$ cat src/rtl/ama_riscv_mem_arb_if.sv
// Bus bundle between IF/MEM requesters, the unified-memory arbiter and the memory.
// The arbiter takes the slave side; requesters and memory take the master side.
interface ama_riscv_mem_arb_if #(
    parameter int unsigned AW = 32,
    parameter int unsigned DW = 32
);
    logic              if_req;
    logic [AW-1:0]     if_addr;
    logic              if_kill;
    logic              if_gnt;
    logic              if_rsp_valid;
    logic [DW-1:0]     if_rsp_data;

    logic              dm_req;
    logic              dm_we;
    logic [DW/8-1:0]   dm_wmask;
    logic [AW-1:0]     dm_addr;
    logic [DW-1:0]     dm_wdata;
    logic              dm_gnt;
    logic              dm_rsp_valid;
    logic [DW-1:0]     dm_rsp_data;

    logic              mem_req;
    logic              mem_we;
    logic [DW/8-1:0]   mem_wmask;
    logic [AW-1:0]     mem_addr;
    logic [DW-1:0]     mem_wdata;
    logic              mem_ready;
    logic              mem_rsp_valid;
    logic [DW-1:0]     mem_rsp_data;

    logic              err_rsp;

    modport slave (
        input  if_req, if_addr, if_kill,
        output if_gnt, if_rsp_valid, if_rsp_data,
        input  dm_req, dm_we, dm_wmask, dm_addr, dm_wdata,
        output dm_gnt, dm_rsp_valid, dm_rsp_data,
        output mem_req, mem_we, mem_wmask, mem_addr, mem_wdata,
        input  mem_ready, mem_rsp_valid, mem_rsp_data,
        output err_rsp
    );

    modport master (
        output if_req, if_addr, if_kill,
        input  if_gnt, if_rsp_valid, if_rsp_data,
        output dm_req, dm_we, dm_wmask, dm_addr, dm_wdata,
        input  dm_gnt, dm_rsp_valid, dm_rsp_data,
        input  mem_req, mem_we, mem_wmask, mem_addr, mem_wdata,
        output mem_ready, mem_rsp_valid, mem_rsp_data,
        input  err_rsp
    );
endinterface

$ cat src/rtl/ama_riscv_mem_arb.sv
// Shares one memory port between fetch and data requesters, one access in flight.
// Optional macro AMA_RISCV_MEM_ARB_STARVE_EN enables the fetch starvation guard.
module ama_riscv_mem_arb #(
    parameter int unsigned STARVE_MAX = 4
) (
    input  logic                clk,
    input  logic                rst,
    ama_riscv_mem_arb_if.slave  bus
);
    typedef enum logic [1:0] {IDLE, BUSY_IF, BUSY_DM} state_t;

    state_t r_state;
    state_t w_next;
    logic   r_kill_pend;
    logic   r_err_rsp;
    logic   w_starve_hit;
    logic   w_sel_if;
    logic   w_mem_req;
    logic   w_if_gnt;
    logic   w_dm_gnt;
    logic   w_if_rsp;
    logic   w_dm_rsp;
    logic   w_err_set;

    assign w_sel_if = bus.if_req & (~bus.dm_req | w_starve_hit);

    always_comb begin
        w_next    = r_state;
        w_mem_req = 1'b0;
        w_if_gnt  = 1'b0;
        w_dm_gnt  = 1'b0;
        w_if_rsp  = 1'b0;
        w_dm_rsp  = 1'b0;
        w_err_set = 1'b0;
        unique case (r_state)
            IDLE: begin
                w_mem_req = bus.if_req | bus.dm_req;
                w_err_set = bus.mem_rsp_valid;
                if (w_mem_req && bus.mem_ready) begin
                    if (w_sel_if) begin
                        w_if_gnt = 1'b1;
                        w_next   = BUSY_IF;
                    end else begin
                        w_dm_gnt = 1'b1;
                        w_next   = BUSY_DM;
                    end
                end
            end
            BUSY_IF: begin
                if (bus.mem_rsp_valid) begin
                    w_if_rsp = ~r_kill_pend & ~bus.if_kill;
                    w_next   = IDLE;
                end
            end
            BUSY_DM: begin
                if (bus.mem_rsp_valid) begin
                    w_dm_rsp = 1'b1;
                    w_next   = IDLE;
                end
            end
            default: w_next = IDLE;
        endcase
    end

    always_ff @(posedge clk or posedge rst) begin
        if (rst) begin
            r_state     <= IDLE;
            r_kill_pend <= 1'b0;
            r_err_rsp   <= 1'b0;
        end else begin
            r_state   <= w_next;
            r_err_rsp <= r_err_rsp | w_err_set;
            // the response itself retires the kill; a kill can never outlive its fetch
            if (r_state == BUSY_IF && bus.mem_rsp_valid)
                r_kill_pend <= 1'b0;
            else if (bus.if_kill && (r_state == BUSY_IF || w_if_gnt))
                r_kill_pend <= 1'b1;
        end
    end

`ifdef AMA_RISCV_MEM_ARB_STARVE_EN
    localparam logic [3:0] LP_MAX = 4'(STARVE_MAX);
    logic [3:0] r_starve;

    always_ff @(posedge clk or posedge rst) begin
        if (rst)
            r_starve <= 4'd0;
        else if (!bus.if_req || w_if_gnt)
            r_starve <= 4'd0;
        else if (r_starve != LP_MAX)
            r_starve <= r_starve + 4'd1;
    end

    assign w_starve_hit = (r_starve == LP_MAX);
`else
    assign w_starve_hit = 1'b0;
`endif

    // outputs held low while rst is asserted, even though grants are combinational
    logic w_on;
    logic w_drv;
    assign w_on  = ~rst;
    assign w_drv = w_on & w_mem_req;

    assign bus.if_gnt       = w_on & w_if_gnt;
    assign bus.dm_gnt       = w_on & w_dm_gnt;
    assign bus.if_rsp_valid = w_on & w_if_rsp;
    assign bus.dm_rsp_valid = w_on & w_dm_rsp;
    assign bus.if_rsp_data  = w_on ? bus.mem_rsp_data : '0;
    assign bus.dm_rsp_data  = w_on ? bus.mem_rsp_data : '0;
    assign bus.mem_req      = w_drv;
    assign bus.mem_we       = w_drv & ~w_sel_if & bus.dm_we;
    assign bus.mem_wmask    = (w_drv && !w_sel_if) ? bus.dm_wmask : '0;
    assign bus.mem_addr     = !w_drv ? '0 : (w_sel_if ? bus.if_addr : bus.dm_addr);
    assign bus.mem_wdata    = (w_drv && !w_sel_if) ? bus.dm_wdata : '0;
    assign bus.err_rsp      = r_err_rsp;
endmodule

$ cat src/flat_wrapper.sv
// flat-port wrapper written by rule: the top's interface ports become plain ports
module ama_riscv_mem_arb_flat 
#(
    parameter int unsigned STARVE_MAX = 4
)
  (clk, rst, bus_if_req, bus_if_addr, bus_if_kill, bus_if_gnt, bus_if_rsp_valid, bus_if_rsp_data, bus_dm_req, bus_dm_we, bus_dm_wmask, bus_dm_addr, bus_dm_wdata, bus_dm_gnt, bus_dm_rsp_valid, bus_dm_rsp_data, bus_mem_req, bus_mem_we, bus_mem_wmask, bus_mem_addr, bus_mem_wdata, bus_mem_ready, bus_mem_rsp_valid, bus_mem_rsp_data, bus_err_rsp);
  ama_riscv_mem_arb_if #(.AW(32), .DW(32)) bus_i ();
  input  logic clk;
  input  logic rst;
  input wire logic [$bits(bus_i.if_req)-1:0] bus_if_req;
  input wire logic [$bits(bus_i.if_addr)-1:0] bus_if_addr;
  input wire logic [$bits(bus_i.if_kill)-1:0] bus_if_kill;
  output wire logic [$bits(bus_i.if_gnt)-1:0] bus_if_gnt;
  output wire logic [$bits(bus_i.if_rsp_valid)-1:0] bus_if_rsp_valid;
  output wire logic [$bits(bus_i.if_rsp_data)-1:0] bus_if_rsp_data;
  input wire logic [$bits(bus_i.dm_req)-1:0] bus_dm_req;
  input wire logic [$bits(bus_i.dm_we)-1:0] bus_dm_we;
  input wire logic [$bits(bus_i.dm_wmask)-1:0] bus_dm_wmask;
  input wire logic [$bits(bus_i.dm_addr)-1:0] bus_dm_addr;
  input wire logic [$bits(bus_i.dm_wdata)-1:0] bus_dm_wdata;
  output wire logic [$bits(bus_i.dm_gnt)-1:0] bus_dm_gnt;
  output wire logic [$bits(bus_i.dm_rsp_valid)-1:0] bus_dm_rsp_valid;
  output wire logic [$bits(bus_i.dm_rsp_data)-1:0] bus_dm_rsp_data;
  output wire logic [$bits(bus_i.mem_req)-1:0] bus_mem_req;
  output wire logic [$bits(bus_i.mem_we)-1:0] bus_mem_we;
  output wire logic [$bits(bus_i.mem_wmask)-1:0] bus_mem_wmask;
  output wire logic [$bits(bus_i.mem_addr)-1:0] bus_mem_addr;
  output wire logic [$bits(bus_i.mem_wdata)-1:0] bus_mem_wdata;
  input wire logic [$bits(bus_i.mem_ready)-1:0] bus_mem_ready;
  input wire logic [$bits(bus_i.mem_rsp_valid)-1:0] bus_mem_rsp_valid;
  input wire logic [$bits(bus_i.mem_rsp_data)-1:0] bus_mem_rsp_data;
  output wire logic [$bits(bus_i.err_rsp)-1:0] bus_err_rsp;
  assign bus_i.if_req = bus_if_req;
  assign bus_i.if_addr = bus_if_addr;
  assign bus_i.if_kill = bus_if_kill;
  assign bus_if_gnt = bus_i.if_gnt;
  assign bus_if_rsp_valid = bus_i.if_rsp_valid;
  assign bus_if_rsp_data = bus_i.if_rsp_data;
  assign bus_i.dm_req = bus_dm_req;
  assign bus_i.dm_we = bus_dm_we;
  assign bus_i.dm_wmask = bus_dm_wmask;
  assign bus_i.dm_addr = bus_dm_addr;
  assign bus_i.dm_wdata = bus_dm_wdata;
  assign bus_dm_gnt = bus_i.dm_gnt;
  assign bus_dm_rsp_valid = bus_i.dm_rsp_valid;
  assign bus_dm_rsp_data = bus_i.dm_rsp_data;
  assign bus_mem_req = bus_i.mem_req;
  assign bus_mem_we = bus_i.mem_we;
  assign bus_mem_wmask = bus_i.mem_wmask;
  assign bus_mem_addr = bus_i.mem_addr;
  assign bus_mem_wdata = bus_i.mem_wdata;
  assign bus_i.mem_ready = bus_mem_ready;
  assign bus_i.mem_rsp_valid = bus_mem_rsp_valid;
  assign bus_i.mem_rsp_data = bus_mem_rsp_data;
  assign bus_err_rsp = bus_i.err_rsp;
  ama_riscv_mem_arb #(.STARVE_MAX(STARVE_MAX)) u_core (.clk(clk), .rst(rst), .bus(bus_i));
endmodule
$ cat config.mk
export PLATFORM = sky130hd
export DESIGN_NAME = ama_riscv_mem_arb_flat
export DESIGN_NICKNAME = d
export VERILOG_FILES = /design/src/rtl/ama_riscv_mem_arb_if.sv /design/src/rtl/ama_riscv_mem_arb.sv /design/src/flat_wrapper.sv
export SDC_FILE = /design/constraint.sdc
export NUM_CORES = 1
export LEC_CHECK = 0
export BUFFER_PORTS_ARGS = -buffer_cell sky130_fd_sc_hd__buf_2
export CAP_MARGIN = 20
export CORE_AREA = 2 2 109 111
export DETAILED_ROUTE_END_ITERATION = 16
export DIE_AREA = 0 0 111 113
export PLACE_DENSITY = 0.46
export SYNTH_ARGS = -nofsm -noshare
export SYNTH_HDL_FRONTEND = slang
export SYNTH_SLANG_ARGS = --single-unit
export TNS_END_PERCENT = 5
$ cat constraint.sdc
create_clock -name clk -period 1.4 [get_ports clk]
set_clock_uncertainty 0.2 [all_clocks]
set_input_delay 0.07 -clock clk [delete_from_list [all_inputs] [get_ports clk]]
set_output_delay 0.07 -clock clk [all_outputs]
set_load 0.01 [all_outputs]
# Word-level counts from Yosys, hierarchy flattened

Cells that the tools add are included.
Widths: inputs -> output; s select.

Register bits after elaboration: 4
Input bits: 140
Output and inout port bits: 139
Word-level logic and storage cells: 56

Equal/unequal tests: 4
Muxes and demuxes: 23
Bitwise logic cells: 16
Reductions and logical operators: 10

Operator list:

| operator           | count |
|---|---|
| $mux 32            | 4 |
| $mux 1             | 14 |
| $and 1x1->1        | 9 |
| $mux 2             | 3 |
| $not 1->1          | 5 |
| $logic_and 1x1->1  | 4 |
| $mux 4             | 1 |
| $ne 2x1->1 const B | 2 |
| $pmux 2 s2         | 1 |
| $eq 2x1->1 const B | 1 |
| $eq 2x2->1 const B | 1 |
| $logic_not 2->1    | 1 |
| $or 1x1->1         | 2 |
| $reduce_and 2->1   | 1 |
| $reduce_bool 2->1  | 1 |
| $reduce_or 2->1    | 1 |
| $logic_not 1->1    | 1 |
| $logic_or 1x1->1   | 1 |

# Logic depth before layout (Yosys ltp)

Word-level depth: 9
Gate-level depth with buffers: 6

# Worst setup path before layout

Ideal clock, no wire load.

Path kind: register -> output
Start point: register u_core.r_state[0]
End point: output bus_mem_addr[22]
Arrival: 1.356 ns
Data required time: 1.130 ns
Path slack: -0.226 ns
Stages on the path, launching flop included: 7
Cell sequence: dfrtp_1 > inv_1 > ha_1 > nand2b_1 > o21bai_4 > buf_6 > a21oi_1

Longest elaborated chain between the ends: 4

Ends and longest elaborated chain:

| item                   | line                     | source |
|---|---|---|
| from (decl)            | ama_riscv_mem_arb.sv:12  | `state_t r_state;` |
| from (signal assigned) | ama_riscv_mem_arb.sv:71  | `r_state <= w_next;` |
| $logic_not 2->1        | ama_riscv_mem_arb.sv:35  | `unique case (r_state)` |
| $mux 1                 | ama_riscv_mem_arb.sv:35  |  |
| $and 1x1->1            | ama_riscv_mem_arb.sv:103 | `assign w_drv = w_on & w_mem_req;` |
| $mux 32                | ama_riscv_mem_arb.sv:114 | `assign bus.mem_addr = !w_drv ? '0 : (w_sel_if ? bus.if_addr : bus.dm_addr);` |
| to (decl)              | flat_wrapper.sv:27       | `output wire logic [$bits(bus_i.mem_addr)-1:0] bus_mem_addr;` |

Every way passes these cells.

# Final worst setup path

Start point: register u_core.r_state[0]
End point: output bus_mem_addr[6]

Same word-level chain as after synthesis.

==> insert_results.sql <==
INSERT INTO impl_metrics (metric_group, metric, value, unit) VALUES
('cells_and_area', 'num-nets-final', '650', ''),
('cells_and_area', 'syn2layout_area_growth', '108.1', '%'),
('clock_network', 'holdBufCountCts', '2', ''),
('sta', 'rsz0062_at_grt', 'true', ''),
('critical_path', 'worstSetupStartpointType', 'flop', ''),
('worst_hold_path', 'hold_path_depth', '3', ''),
('worst_hold_path', 'min_delay_worst_endpoint', 'u_core.r_kill_pend', ''),
('grt', 'grtUsageTotal', '10.93', '%'),
('yosys', 'post_synth_instance_area', '0.001541', 'mm²'),
('clock_network', 'numCtsBuffers', '3', ''),
('grt', 'first_global_vias', '2441', ''),
('power', 'powerDensity', '834.5', 'mW/mm²'),
('routing', 'route.detailed.drc', '0', ''),
('critical_path', 'worstReg2RegStart', 'u_core.r_state[0]', ''),
('placed_design', 'post_dp_cell_area', '0.002992', 'mm²'),
('clock_network', 'tritoncts_num_sinks', '4', ''),
('cells_and_area', 'nFillCells', '1222', ''),
('sta', 'setup_viol', '76', ''),
('routing', 'detail_route.wl_per_cell', '12.31', 'µm'),
('outcome', 'result_of_the_run', 'complete, but fails checks', ''),
('yosys', 'synthDominantAreaCellType', 'sky130_fd_sc_hd__buf_4', ''),
('sta', 'post-route-min-period', '1.814', 'ns'),
('placed_design', 'dp_worst_setup_slack', '-0.1912', 'ns'),
('clock_network', 'cts_max_level', '1', ''),
('sta', 'hold-worst-slack', '-0.03167', 'ns'),
('critical_path', 'worst_ep_required_time', '1.13', 'ns'),
('worst_hold_path', 'worstHoldPathType', 'in -> reg', ''),
('critical_path', 'logic_depth_of_the_worst_setup_path_including_buffers', '7', ''),
('placed_design', 'gpl.final_weighted_congestion', '0.8325', ''),
('critical_path', 'critical_path_arrival', '1.54', 'ns'),
('sta', 'max_freq', '551.1', 'MHz'),
('routing', 'route.vias.total', '2574', ''),
('yosys', 'synthesis.instances', '249', ''),
('yosys', 'synth.yosys.seq_area_share', '6.494', '%'),
('sta', 'post-route-period-util', '129.6', '%'),
('critical_path', 'number_of_buffers_and_inverters_on_the_critical_path', '3', ''),
('routing', 'antenna_left', '0', ''),
('sta', 'timing.final.ws_setup', '-0.4144', 'ns'),
('cells_and_area', 'finalInstanceArea', '0.003208', 'mm²'),
('placed_design', 'place.detailed.instances', '636', ''),
('routing', 'routed_wl', '7.976', 'mm'),
('power', 'peakVddDrop', '0.0004238', 'V'),
('yosys', 'postSynthAreaPerCell', '6.191', 'µm²'),
('die', 'chipWidth', '111', 'µm'),
('clock_network', 'clock_tree.buffer_depth', '2', ''),
('sta', 'final-max-slew-violation-count', '0', ''),
('grt', 'sum_of_overflow_across_all_layers_after_global_routing', '0', ''),
('critical_path', 'crit_fanout', '20', ''),
('power', 'leakage', '1.934', 'nW'),
('sta', 'hold_viol_final', '1', ''),
('sta', 'worstMarginPinSlew', '0.2937', 'ns'),
('critical_path', 'largest_delay_share_family_worst_path', 'buffers and inverters', ''),
('yosys', 'synth.ff_latch_count', '4', ''),
('die', 'fp-row-count', '39', ''),
('yosys', 'netlist-cell-type-count', '26', ''),
('yosys', 'post_synth_main_area_contributors', 'sky130_fd_sc_hd__buf_4 (17%), sky130_fd_sc_hd__nand2_1 (17%), sky130_fd_sc_hd__and2_1 (15%)', ''),
('cells_and_area', 'n_antenna_cell', '0', ''),
('outcome', 'violations', 'negative hold slack, negative setup slack', ''),
('critical_path', 'timing.critical_path.slowest_cell_delay', '0.38', 'ns'),
('clock_network', 'worst_skew_pair.late_latency', '0.22', 'ns'),
('sta', 'max-slew-margin-rel', '80.38', '%'),
('clock_network', 'clk_pin_slew', '0.03', 'ns'),
('die', 'die_h', '113', 'µm'),
('yosys', 'netlist.area_leader.share', '17.05', '%'),
('critical_path', 'crit_chain', 'inv_2 -> ha_4 -> nand2b_4 -> o21bai_4 -> buf_12 -> a21oi_2 -> buf_2', ''),
('placed_design', 'portBuffers', '278', ''),
('critical_path', 'reg_to_reg_slack_setup', '-0.09', 'ns'),
('critical_path', 'reg2reg_to', 'u_core.r_kill_pend', ''),
('job', 'maxCapViolations', '0', ''),
('grt', 'grt_max_degree', '39', ''),
('routing', 'drt-initial-drc-count', '53', '');
metrics by stage:
step	power, mW	setup TNS [ns]	util, %
2_1_floorplan	1.284	-3.530	-
3_3_place_gp	1.966	-7.563	26.54
3_5_place_dp	1.991	-9.455	26.54
4_1_cts	2.582	-26.17	27.89
5_1_grt	2.882	-30.01	28.46
6_report	2.677	-24.56	28.46
routing by layer:
layer	share of wire (%)	vias to the layer above	global-route usage (%)
met2	55	165	24.01
met1	36	1136	10.68
met4	0.68	0	2.500
met3	8.3	4	1.125
li1	-	1269	-
met5	0	-	0
logic make-up (layout without fill, tap and decap cells):
group / count (synthesis) / after routing / share of synthesized area [%]
AOI/OAI and AO/OA: 38 / 38 / 13.88
buffers and inverters: 53 / 306 / 26.38
and+or+nand+nor: 151 / 154 / 50.81
adders and majority gates: 3 / 3 / 2.435
DFF: 4 / 4 / 6.494
cells in the final DEF (no fill, tap or decap), drive strengths merged:
cell type / synthesis / routed
and2: 38 / 38
nor2: 2 / 2
nand3: 3 / 3
a21o: 1 / 1
dlygate4sd3: 0 / 2
nor2b: 34 / 34
clkbuf: 4 / 3
ha: 3 / 3
o21bai: 1 / 1
dfrtp: 4 / 4
nand2b: 1 / 1
nand2: 68 / 68
nand4b: 1 / 1
or2b: 1 / 1
a211oi: 1 / 1
a311oi: 1 / 1
o22ai: 1 / 1
inv: 4 / 4
and3: 2 / 5
buf: 45 / 297
and4: 1 / 1
a21oi: 33 / 33
synth_stat cells:
library cell and number:
sky130_fd_sc_hd__and2_1 38, sky130_fd_sc_hd__buf_4 35, sky130_fd_sc_hd__and4_1 1, sky130_fd_sc_hd__nand2_1 68, sky130_fd_sc_hd__nor2_1 2, sky130_fd_sc_hd__and3_4 1
sky130_fd_sc_hd__or2b_4 1, sky130_fd_sc_hd__nor2b_1 33, sky130_fd_sc_hd__inv_2 1, sky130_fd_sc_hd__o22ai_1 1, sky130_fd_sc_hd__nand3_1 3, sky130_fd_sc_hd__ha_1 3
sky130_fd_sc_hd__dfrtp_1 4, sky130_fd_sc_hd__o21bai_4 1, sky130_fd_sc_hd__inv_1 3, sky130_fd_sc_hd__nand2b_1 1, sky130_fd_sc_hd__nand4b_1 1, sky130_fd_sc_hd__clkbuf_2 1
sky130_fd_sc_hd__clkbuf_1 3, sky130_fd_sc_hd__a211oi_1 1, sky130_fd_sc_hd__a21o_1 1, sky130_fd_sc_hd__and3_1 1, sky130_fd_sc_hd__nor2b_2 1, sky130_fd_sc_hd__a21oi_1 33
sky130_fd_sc_hd__a311oi_1 1, sky130_fd_sc_hd__buf_6 10
registers in the layout (all words and copies together) (netlist names):
| register | flops |
|---|---|
| u_core.r_state | 2 |
| u_core.r_kill_pend | 1 |
| u_core.bus.err_rsp | 1 |
cell type report:
type | instances | area [µm²] | area share (%)
Clock buffer | 3 | 75.07 | 2.340
Timing Repair Buffer | 299 | 1610 | 50.19
Inverter | 4 | 15.01 | 0.4680
Tap cell | 143 | 178.9 | 5.577
Multi-Input combinational cell | 195 | 1229 | 38.30
Sequential cell | 4 | 100.1 | 3.120
repair_timing:
action | 4_1_cts | 5_1_grt
resized for setup | 9 | 6
buffers inserted | 2 | 2
gates cloned | 0 | 3
setup endpoints to repair | 77 | 76
endpoints found under the hold margin | 6 | 1
pin swaps | 18 | 5
how the worst max path moves through the flow:
stage / from / end / slack, ns
after floorplan: u_core.r_state[0] / bus_mem_addr[10] / -0.07
after global placement: u_core.r_state[0] / bus_mem_addr[6] / -0.18
after detailed placement: u_core.r_state[0] / bus_mem_addr[6] / -0.19
after CTS: u_core.r_state[0] / bus_mem_addr[6] / -0.42
after global routing: u_core.r_state[0] / bus_mem_addr[6] / -0.49
final: u_core.r_state[0] / bus_mem_addr[6] / -0.41
worst register-to-register path, delay by kind of cell, from the launching register on:
kind                       cells  cell delay [ns]
DFF                            1             0.35
buffers and inverters          3             0.34
AOI/OAI and AO/OA              2             0.29
adders and majority gates      1             0.18
power by group:
group          switching (mW)  leakage (nW)  internal [mW]
Clock                  0.0721        0.0370          0.364
Combinational            1.04          1.85           1.03
Sequential             0.0246        0.0481          0.153
Total                    1.13          1.93           1.54
(Power assumes the default switching activity.)
